==> config.mk <==
export PLATFORM = sky130hd
export DESIGN_NAME = ysyx_22040127_writeback
export DESIGN_NICKNAME = d
export VERILOG_FILES = /design/src/rtl/ysyx_22040127_writeback.sv
export SDC_FILE = /design/constraint.sdc
export NUM_CORES = 1
export LEC_CHECK = 0
export ABC_CLOCK_PERIOD_IN_PS = 2900
export BUFFER_PORTS_ARGS = -buffer_cell sky130_fd_sc_hd__buf_2
export CAP_MARGIN = 25
export CORE_MARGIN = 1
export CORE_UTILIZATION = 57
export CTS_BUF_LIST = sky130_fd_sc_hd__clkbuf_4
export CTS_CLUSTER_SIZE = 16
export DETAILED_ROUTE_END_ITERATION = 10
export GPL_TIMING_DRIVEN = 0
export PLACE_DENSITY = 0.81
export SYNTH_ARGS = -nofsm -noshare
export SYNTH_HDL_FRONTEND = slang
export SYNTH_SLANG_ARGS = --single-unit
==> constraint.sdc <==
create_clock -name clk -period 2.9 [get_ports clk]
set_input_delay 0.145 -clock clk [delete_from_list [all_inputs] [get_ports clk]]
set_output_delay 0.145 -clock clk [all_outputs]
set_load 0.05 [all_outputs]
==> src/rtl/ysyx_22040127_writeback.sv <==
// Writeback stage: retires one instruction per cycle from the memory stage,
// drives the register-file write port and owns the machine-mode CSRs
// (mstatus, mtvec, mepc, mcause). Handles Zicsr read-modify-write, ecall
// trap entry and mret return, and raises a one-cycle PC redirect.
// Optional build macro WB_PERF_CNT_EN adds the mcycle/minstret counters.
module ysyx_22040127_writeback #(
    parameter int          MEM_TO_WB_WIDTH = 192,
    parameter logic [63:0] MSTATUS_RST     = 64'h0000_000A_0000_1800
) (
    input  logic                       clk,
    input  logic                       rst,
    input  logic                       mem_to_wb_valid,
    output logic                       wb_allowin,
    input  logic [MEM_TO_WB_WIDTH-1:0] mem_to_wb_bus,
    output logic                       rf_we,
    output logic [4:0]                 rf_waddr,
    output logic [63:0]                rf_wdata,
    output logic                       wb_redirect_valid,
    output logic [63:0]                wb_redirect_pc,
    output logic                       retire_valid,
    output logic [31:0]                retire_pc
);

    localparam logic [11:0] CSR_MSTATUS  = 12'h300;
    localparam logic [11:0] CSR_MTVEC    = 12'h305;
    localparam logic [11:0] CSR_MEPC     = 12'h341;
    localparam logic [11:0] CSR_MCAUSE   = 12'h342;
`ifdef WB_PERF_CNT_EN
    localparam logic [11:0] CSR_MCYCLE   = 12'hB00;
    localparam logic [11:0] CSR_MINSTRET = 12'hB02;
`endif

    logic                       wb_valid_q;
    logic [MEM_TO_WB_WIDTH-1:0] bus_q;
    logic                       wb_ready_go;

    logic [63:0] mstatus_q, mstatus_d;
    logic [63:0] mtvec_q,   mtvec_d;
    logic [63:0] mepc_q,    mepc_d;
    logic [63:0] mcause_q,  mcause_d;
`ifdef WB_PERF_CNT_EN
    logic [63:0] mcycle_q,   mcycle_d;
    logic [63:0] minstret_q, minstret_d;
`endif

    logic [11:0] des_csr;
    logic [63:0] alu_input1;
    logic [4:0]  rs1;
    logic        csr_we, mret, ecall;
    logic        csrrw, csrrs, csrrc, csrrwi, csrrsi, csrrci;
    logic [31:0] pc;
    logic        reg_wen;
    logic [4:0]  rd;
    logic [63:0] reg_wdata;

    logic        is_csr;
    logic [63:0] csr_src;
    logic [63:0] csr_old;
    logic [63:0] csr_new;
    logic        csr_wr;

    assign {des_csr, alu_input1, rs1, csr_we, mret, ecall,
            csrrw, csrrs, csrrc, csrrwi, csrrsi, csrrci,
            pc, reg_wen, rd, reg_wdata} = bus_q;

    assign wb_ready_go = 1'b1;
    assign wb_allowin  = !wb_valid_q || wb_ready_go;

    // Stage register: accept a new instruction whenever the stage can take one.
    always_ff @(posedge clk) begin
        if (!rst) begin
            wb_valid_q <= 1'b0;
            bus_q      <= '0;
        end else if (wb_allowin) begin
            wb_valid_q <= mem_to_wb_valid;
            if (mem_to_wb_valid) begin
                bus_q <= mem_to_wb_bus;
            end
        end
    end

    assign is_csr  = csrrw | csrrs | csrrc | csrrwi | csrrsi | csrrci;
    assign csr_src = (csrrwi | csrrsi | csrrci) ? {59'd0, rs1} : alu_input1;
    // ecall and mret outrank a CSR op carried on the same instruction.
    assign csr_wr  = wb_valid_q & csr_we & is_csr & ~ecall & ~mret;

    // CSR read mux; unimplemented addresses read as zero.
    always_comb begin
        csr_old = 64'd0;
        case (des_csr)
            CSR_MSTATUS:  csr_old = mstatus_q;
            CSR_MTVEC:    csr_old = mtvec_q;
            CSR_MEPC:     csr_old = mepc_q;
            CSR_MCAUSE:   csr_old = mcause_q;
`ifdef WB_PERF_CNT_EN
            CSR_MCYCLE:   csr_old = mcycle_q;
            CSR_MINSTRET: csr_old = minstret_q;
`endif
            default:      csr_old = 64'd0;
        endcase
    end

    // Read-modify-write value for the Zicsr ops.
    always_comb begin
        csr_new = csr_old & ~csr_src;
        if (csrrw | csrrwi) begin
            csr_new = csr_src;
        end else if (csrrs | csrrsi) begin
            csr_new = csr_old | csr_src;
        end
    end

    // CSR next-state: trap entry, trap return, then software writes.
    always_comb begin
        mstatus_d  = mstatus_q;
        mtvec_d    = mtvec_q;
        mepc_d     = mepc_q;
        mcause_d   = mcause_q;
`ifdef WB_PERF_CNT_EN
        mcycle_d   = mcycle_q + 64'd1;
        minstret_d = minstret_q + {63'd0, wb_valid_q};
`endif
        if (wb_valid_q && ecall) begin
            mepc_d       = {32'd0, pc};
            mcause_d     = 64'd11;
            mstatus_d[7] = mstatus_q[3];
            mstatus_d[3] = 1'b0;
        end else if (wb_valid_q && mret) begin
            mstatus_d[3] = mstatus_q[7];
            mstatus_d[7] = 1'b1;
        end else if (csr_wr) begin
            case (des_csr)
                CSR_MSTATUS:  mstatus_d  = csr_new;
                CSR_MTVEC:    mtvec_d    = csr_new;
                CSR_MEPC:     mepc_d     = csr_new;
                CSR_MCAUSE:   mcause_d   = csr_new;
`ifdef WB_PERF_CNT_EN
                CSR_MCYCLE:   mcycle_d   = csr_new;
                CSR_MINSTRET: minstret_d = csr_new;
`endif
                default: ;
            endcase
        end
    end

    // CSR state registers.
    always_ff @(posedge clk) begin
        if (!rst) begin
            mstatus_q  <= MSTATUS_RST;
            mtvec_q    <= 64'd0;
            mepc_q     <= 64'd0;
            mcause_q   <= 64'd0;
`ifdef WB_PERF_CNT_EN
            mcycle_q   <= 64'd0;
            minstret_q <= 64'd0;
`endif
        end else begin
            mstatus_q  <= mstatus_d;
            mtvec_q    <= mtvec_d;
            mepc_q     <= mepc_d;
            mcause_q   <= mcause_d;
`ifdef WB_PERF_CNT_EN
            mcycle_q   <= mcycle_d;
            minstret_q <= minstret_d;
`endif
        end
    end

    assign rf_we             = wb_valid_q & reg_wen & (rd != 5'd0);
    assign rf_waddr          = wb_valid_q ? rd : 5'd0;
    assign rf_wdata          = wb_valid_q ? (is_csr ? csr_old : reg_wdata) : 64'd0;
    assign wb_redirect_valid = wb_valid_q & (ecall | mret);
    assign wb_redirect_pc    = !wb_redirect_valid ? 64'd0 :
                               ecall ? {mtvec_q[63:2], 2'b00} : mepc_q;
    assign retire_valid      = wb_valid_q;
    assign retire_pc         = wb_valid_q ? pc : 32'd0;

endmodule

## Word-level counts from Yosys, hierarchy flattened

Index checks and enable logic that the tools add are counted.

- Flip-flop bits (word level): 449
- Input bits: 195
- Output and inout port bits: 169
- Word-level logic and storage cells: 82

- Equality and inequality tests: 5
- Muxes and demuxes: 23
- Bitwise gates (word level): 25
- Reductions and logical operators: 19

Operators with widths:

| cell | number |
|---|---|
| two-way mux 64 bit | 7 |
| one-hot mux 64 bit (4 select lines) | 1 |
| two-way mux 32 bit | 5 |
| bitwise AND 64 bit | 1 |
| inverter 64 bit | 1 |
| OR 64 bit | 1 |
| == test 12 x 10 -> 1 bit (second input constant) | 4 |
| two-way mux 4 bit | 4 |
| two-way mux 8 bit | 2 |
| AND reduction 3 bit | 4 |
| OR 1 bit | 10 |
| nonzero test 2 bit | 5 |
| AND reduction 4 bit | 2 |
| bitwise AND 1 bit | 7 |
| nonzero test 3 bit | 2 |
| two-way mux 5 bit | 1 |
| inverter 1 bit | 5 |
| nonzero test 5 bit | 1 |
| AND reduction 2 bit | 2 |
| two-way mux 1 bit | 3 |
| logical AND 1 bit | 2 |
| inequality test 2 bit (second input constant) | 1 |
| OR reduction 2 bit | 1 |

## Longest topological paths before layout

Gate-level depths: netlist of run 1.

- Depth in word-level cells: 11
- Mapped depth: 9
- Gate-level depth less buffers: 6

## Least setup slack after synthesis of run 1

OpenSTA, ideal clock, no wires.

- Path type: register to output
- From: register bus_q[180]
- To: output port rf_wdata[11]
- Arrival: 2.853 ns
- Required time: 2.755 ns
- Setup slack: -0.098 ns
- Cell stages (with the launch flop): 8
- Path buffers: 2
- Cells stage by stage: dfxtp_1 or4_1 buf_2 nor3_4 buf_2 a221o_1 nand2_1 a21boi_0

- Word-level cells in the longest chain between the ends: 4
- Elaborated cells on any way between the ends: 7
- Classes of those cells: eq/ne: 4; mux: 3

RTL lines:

| element | RTL line | RTL |
|---|---|---|
| start: declaration | 34 | `logic [MEM_TO_WB_WIDTH-1:0] bus_q;` |
| start signal: assignment | 77 | `bus_q <= mem_to_wb_bus;` |
| == test 12 x 10 -> 1 bit | 90 | `case (des_csr)` |
| one-hot mux 64 bit (4 select lines) * | 90 |  |
| two-way mux 64 bit * (2 in a row) | 171 | `assign rf_wdata = wb_valid_q ? (is_csr ? csr_old : reg_wdata) : 64'd0;` |
| end: declaration | 17 | `output logic [63:0] rf_wdata,` |

Mark *: on every way between the ends. The rest lies on a longest branch, timed or not.

## Worst setup path after layout of run 1

- From: register bus_q[188]
- To: output port rf_wdata[1]

Same word-level chain as after synthesis.

==> impl_metrics.yaml, run 1 <==
run_status:
  status: "complete, but fails checks"
  violations: "setup timing"
critical_path:
  cp.arrival_ps: 3290
  cp_max_fo: 5
  end_kind: "output port"
  worstSetupPathType: "reg2out"
  required_ps: 2760
  crit_path_start_kind: "register"
final_layout:
  fillerInstances: 2145
  nNetsFinal: 3329
  final_layout_size_suffix_gt1_share_pct: 26.74
  fin_area_um2: 28430
  areaGrowthSynthToFinish_pct: 40.64
  multi_input_area_um2: 10950
  regArea_um2: 9005
grt:
  met3_usage_pct: 14.63
  grt_use_total_pct: 47.31
  grt_max_degree: 16
  antenna_found_initial: 5
  grt_busiest_layer: "met2"
  grt_pass1_wl_um: 131800
  grt_use_met2_pct: 75.33
  grt_remaining_overflow: 0
  globalRouteMet1Util_pct: 53.49
  grt_pass1_vias: 23730
clock_network:
  numCtsBuffers: 114
  clk_pin_slew_ps: 70
  root_buffer: "clkbuf_4"
  htreeDepth: 3
  clock_latency_ps: 870
  cts.path.max_buffers: 3
  tritoncts: "built"
  cts_num_sinks: 449
power_and_ir_drop:
  p_leak_nw: 11.74
  p_per_area_nw_per_um2: 503.8
  ir_worst_vdd_mv: 0.3500
route:
  drc: 0
  wl_per_cell_um: 24.68
  drt_first_iter_violations: 3476
  first_pass_iters: 7
  vias_per_cell: 6.594
  drt-total-wl_um: 90610
  ant_nets: 0
  num_vias: 24210
placed_design:
  dp_hpwl_um: 55540
  placed_area_um2: 22640
  post-place-ws_ps: -784.2
  port_buffers: 360
  gp_congestion: 0.9705
synth:
  netlist-cell-type-count: 49
  syn_area_um2: 20210
  synth_largest_area_cell: "dfxtp_1"
  syn_nets: 2582
  ys_async_sr_fraction_pct: 0
  avgSynthCellArea_um2: 8.467
  synth_top_area_share_pct: 44.47
  synth-compound-area-share_pct: 24.60
  netlist_instances: 2387
  synth.area.mux_share_pct: 12.84
  yosys.area_share.simple_pct: 13.41
  yosysWarningCount: 0
  yosys_most_used_dff: "dfxtp_1"
  synth_edf_count: 0
  yosys.area_share.adder_pct: 0
  netlist_top_cells_area: "dfxtp_1 (44%), mux2i_1 (13%), a21oi_1 (8.8%)"
  synth_top_family_by_area: "compound AO/OA/AOI/OAI gates"
  ys_seq_area_share_pct: 44.47
  synth_xor_xnor_area_share_pct: 0
  synth-seq-cells: 449
die:
  core_area_um2: 34710
  start_util_pct: 58.23
  die-area_um2: 36220
  die_h_um: 190.3
  boundaryPins: 364
  rows: 68
  die_x_um: 190.3
sta:
  finalWorstSetupSlack_ps: -530.6
  fin_hold_ws_ps: 71.63
  slew_headroom_pct: 20.34
  period_needed_ps: 3431
  fin_worst_skew_ps: 59.21
  final-hold-violation-count: 0
  fmaxAchievable_mhz: 291.5
  tightest_slew_ps: 1195
  rsz0062_at_grt: "yes"
  timing.final.crit_share_pct: 118.3
  finalSetupViolations: 72
  maxSlewViolCount: 0
flow_run:
  max_cap_viol_count: 0
hold_path:
  hold_class: "in2reg"
## critical path, stage by stage, from the launching register on
cell,delay [ps]
dfxtp_1,360
nor4bb_4,170
buf_6,150
and4b_4,250
buf_6,130
buf_6,120
buf_4,140
a221oi_2,740
nand2_4,60
o211a_1,170
buf_6,150
## final timing paths
check	start	to	slack [ps]	cells past startpoint
min reg2reg	bus_q[49]	bus_q[49]	500	2
max reg2reg	bus_q[107]	mepc_q[29]	10	6
max	bus_q[188]	rf_wdata[1]	-530	10
min	mem_to_wb_bus[56]	bus_q[56]	70	4
## cells in the final DEF (no fill, tap or decap), types with 32 or more instances in the layout
cell,Yosys,routed
nand2_1,121,110
buf_6,0,46
a21oi_2,0,42
o221ai_1,32,32
and2_1,40,40
a221o_1,57,57
clkbuf_4,0,182
a22oi_1,64,62
o21ai_0,224,221
buf_2,24,315
mux2i_1,257,257
buf_4,1,87
clkbuf_1,171,122
nand3_1,120,101
dfxtp_1,449,440
nor2_1,273,266
dlygate4sd3_1,0,195
a21oi_1,354,311
## timing repair
item / in CTS / in global routing
endpoints found under the setup margin: 423 / 255
hold endpoints to repair: 192 / 0
gates resized for setup: 332 / 150
setup buffers: 42 / 26
cloned: 8 / 4
hold buffers: 195 / 0
pin swaps: 106 / 68
## power breakdown
group	internal, mW	switching, mW	total [mW]	leakage [nW]
Combinational	0.837	1.30	2.14	7.22
Sequential	6.34	0.166	6.51	3.66
Clock	2.92	2.75	5.67	0.869
## sequential cells by signal (all words and copies together) (netlist names)
name,flops
mstatus_q,64
mepc_q,64
mcause_q,64
mtvec_q,64
bus_q,192
retire_valid,1
## synth_stat cells (all sizes together), types with 3 or more instances
cell	instances
dfxtp	449
a21oi	354
nor2	273
mux2i	257
o21ai	225
clkbuf	171
nand2	121
nand3	120
buf	68
a22oi	64
a221o	57
a21boi	50
and2	40
o221ai	32
nor3	15
a31oi	13
a221oi	10
o211a	7
a211oi	5
nand4	5
nor3b	5
and3	4
or2	4
or4	4
inv	3
nand2b	3
or3	3
## layout make-up
class                   instances  area share (%)
plain buffers                 234           5.053
multi-input cells            1696           38.54
diodes                          4         0.03521
clock buffers                 171           4.516
repair buffers                636           17.56
clock inverters                23          0.5810
flip-flops and latches        449           31.68
inverters                       3         0.03961
well taps                     455           2.003
## per-layer routing
metal / up-vias / routed length (µm)
met5: - / 95
met4: 4 / 7062
met3: 570 / 11570
met2: 2140 / 40310
met1: 11310 / 31580
li1: 10190 / -
## stage by stage
stage               instances  power [mW]  utilization [%]  setup TNS (ps)
global placement         3202       8.103            65.08         -178520
floorplan                2387       7.512                -               0
finish                   3671       14.32            81.89          -19040
detailed placement       3205       8.159            65.22         -181870
CTS                      3640       13.97            79.61          -13900
global route             3670       14.65            81.88          -21340
## logic make-up (layout without fill, tap and decap cells)
kind of cell	after synthesis	in the layout
other cells	1	5
buf+inv	242	1067
simple gates	608	608
mux	259	259
flops	449	449
compound gates	828	828
Power figures use the tool's default switching activity.
==> run 2, diff against run 1 <==
--- a/config.mk
+++ b/config.mk
@@ -15,6 +15,7 @@
 export DETAILED_ROUTE_END_ITERATION = 10
 export GPL_TIMING_DRIVEN = 0
 export PLACE_DENSITY = 0.81
+export SKIP_CTS_REPAIR_TIMING = 1
 export SYNTH_ARGS = -nofsm -noshare
 export SYNTH_HDL_FRONTEND = slang
 export SYNTH_SLANG_ARGS = --single-unit
==> run 2 against run 1 <==
Net effect: the flow still finishes with violations (setup timing); critical endpoint is now rf_wdata[53]; highest routed layer is now met4; worst hold slack got worse by 24 ps; register-to-register slack hardly changed; fmax rose by 1.1%; final cell count fell by 1.5%; clock skew grew 9.8 ps; core utilization shrank 4.0 points; first-iteration DRC count shrank 13%; global-route usage shrank 5.5 points.
==> impl_metrics.yaml, run 2 (synthesis gave the netlist of run 1 again) <==
critical_path:
  cp_max_fo: 10
  crit_chain: "or4_4 > buf_6 > nor3_4 > buf_12 > buf_6 > a221o_1 > nand2_1 > a21boi_1 > buf_4"
  reg2reg_slack_ps: 20
  crit_path_start_kind: "register"
  cp.arrival_ps: 3250
  cp_top_family: "simple AND/OR/NAND/NOR gates"
  cp_num_buf_inv: 4
  path_common_cell: "buf_6"
  end_kind: "output port"
  slowest_stage: "or4_4"
  required_ps: 2760
  slowest_delay_ps: 550
  worstSetupPathType: "reg2out"
route:
  vias_per_cell: 6.458
  num_vias: 23360
  drt_first_iter_violations: 3015
  ant_nets: 0
  drc: 0
  first_pass_iters: 9
  drt-total-wl_um: 86590
  wl_per_cell_um: 23.94
sta:
  tightest_slew_ps: 1163
  timing.final.crit_share_pct: 117.0
  slew_headroom_pct: 22.44
  final-hold-violation-count: 0
  tns_ps: -22800
  period_needed_ps: 3394
  finalSetupViolations: 69
  fmaxAchievable_mhz: 294.6
  rsz0062_at_grt: "yes"
  maxSlewViolCount: 0
  fin_hold_ws_ps: 47.56
  fin_worst_skew_ps: 69.01
  finalWorstSetupSlack_ps: -494.0
grt:
  grt_use_total_pct: 41.85
  grt_pass1_wl_um: 117000
  antenna_found_initial: 2
  grt_remaining_overflow: 0
  grt_pass1_vias: 20970
  grt_max_degree: 16
power_and_ir_drop:
  p_per_area_nw_per_um2: 522.8
  ir_worst_vdd_mv: 0.3361
  p_leak_nw: 11.29
  seqPwrFrac_pct: 45.9
  p_sw_share_pct: 29.20
  p_int_mw: 10.01
  p_sw_mw: 4.130
  combPwrFrac_pct: 14.0
  p_clk_share_pct: 40.0
placed_design:
  port_buffers: 360
  dp_hpwl_um: 55540
  gp_congestion: 0.9705
die:
  boundaryPins: 364
  die_x_um: 190.3
  die-area_um2: 36220
  die_h_um: 190.3
  core_area_um2: 34710
  start_util_pct: 58.23
  rows: 68
final_layout:
  final_cell_mix: "dfxtp_1 (443), a21oi_1 (344), buf_2 (313), nor2_1 (269), mux2i_1 (257)"
  final_common_cell: "dfxtp_1"
  fillerInstances: 2392
  top_register: "bus_q"
  areaGrowthSynthToFinish_pct: 33.85
  largest_register_ffs: 192
  nNetsFinal: 3275
  final_layout_size_suffix_gt1_share_pct: 22.74
clock_network:
  tritoncts: "built"
  clock_latency_ps: 860
  root_buffer: "clkbuf_4"
  clk_pin_slew_ps: 70
  cts_num_sinks: 449
  numCtsBuffers: 114
  htreeDepth: 3
  cts.path.max_buffers: 3
run_status:
  status: "complete, but fails checks"
  violations: "setup timing"
hold_path:
  hold_class: "in2reg"
flow_run:
  max_cap_viol_count: 0
==> run 2: power groups by stage <==
stage	clock network [mW]	registers (mW)	logic, mW
after floorplan	0	6.56	0.950
after CTS	5.55	6.47	1.55
final	5.66	6.50	1.98
after detailed placement	0	6.61	1.55
after global placement	0	6.60	1.50
after global routing	5.93	6.51	2.06
==> run 2: per-layer routing <==
layer  global-route usage [%]  vias up  routed length, µm  share of wire [%]
li1                         -    10080                  -                  -
met1                    51.03    10980              31050                 36
met2                    65.54     1866              39350                 45
met3                    11.85      429              10540                 12
met4                    25.08        0               5650                6.5
met5                        0        -                  0                  0
==> run 2: tightest hold or removal path: cells and delay by family <==
kind / cells / cell delay (ps)
muxes: 1 / 180
and+or+nand+nor: 1 / 70
buffers and inverters: 2 / 420
==> run 2: final cells by class <==
cell class | instances | area, µm² | area share, %
multi-input cells | 1696 | 10530 | 38.91
inverters | 3 | 11.26 | 0.04162
plain buffers | 236 | 1220 | 4.509
clock inverters | 23 | 165.2 | 0.6105
flip-flops and latches | 449 | 8999 | 33.26
well taps | 455 | 569.3 | 2.104
repair buffers | 580 | 4268 | 15.78
clock buffers | 171 | 1284 | 4.745
diodes | 4 | 10.01 | 0.03700
==> run 2: worst paths after layout <==
check | cells past startpoint | from | endpoint
worst min-delay path | 4 | mem_to_wb_valid | bus_q[110]
worst max-delay path | 9 | bus_q[180] | rf_wdata[53]
worst min register to register | 2 | bus_q[49] | bus_q[49]
worst max register to register | 6 | bus_q[102] | mcause_q[31]
==> run 2: per-stage QoR <==
step | utilization, % | instances | area [µm²] | power [mW] | setup WS (ps)
after global routing | 77.91 | 3614 | 27050 | 14.50 | -545.3
after detailed placement | 65.22 | 3205 | 22640 | 8.159 | -784.2
final | 77.93 | 3617 | 27050 | 14.14 | -494.0
after CTS | 69.40 | 3399 | 24090 | 13.58 | -1615
after global placement | 65.08 | 3202 | 22590 | 8.103 | -747.9
after floorplan | - | 2387 | 20220 | 7.512 | 268.3
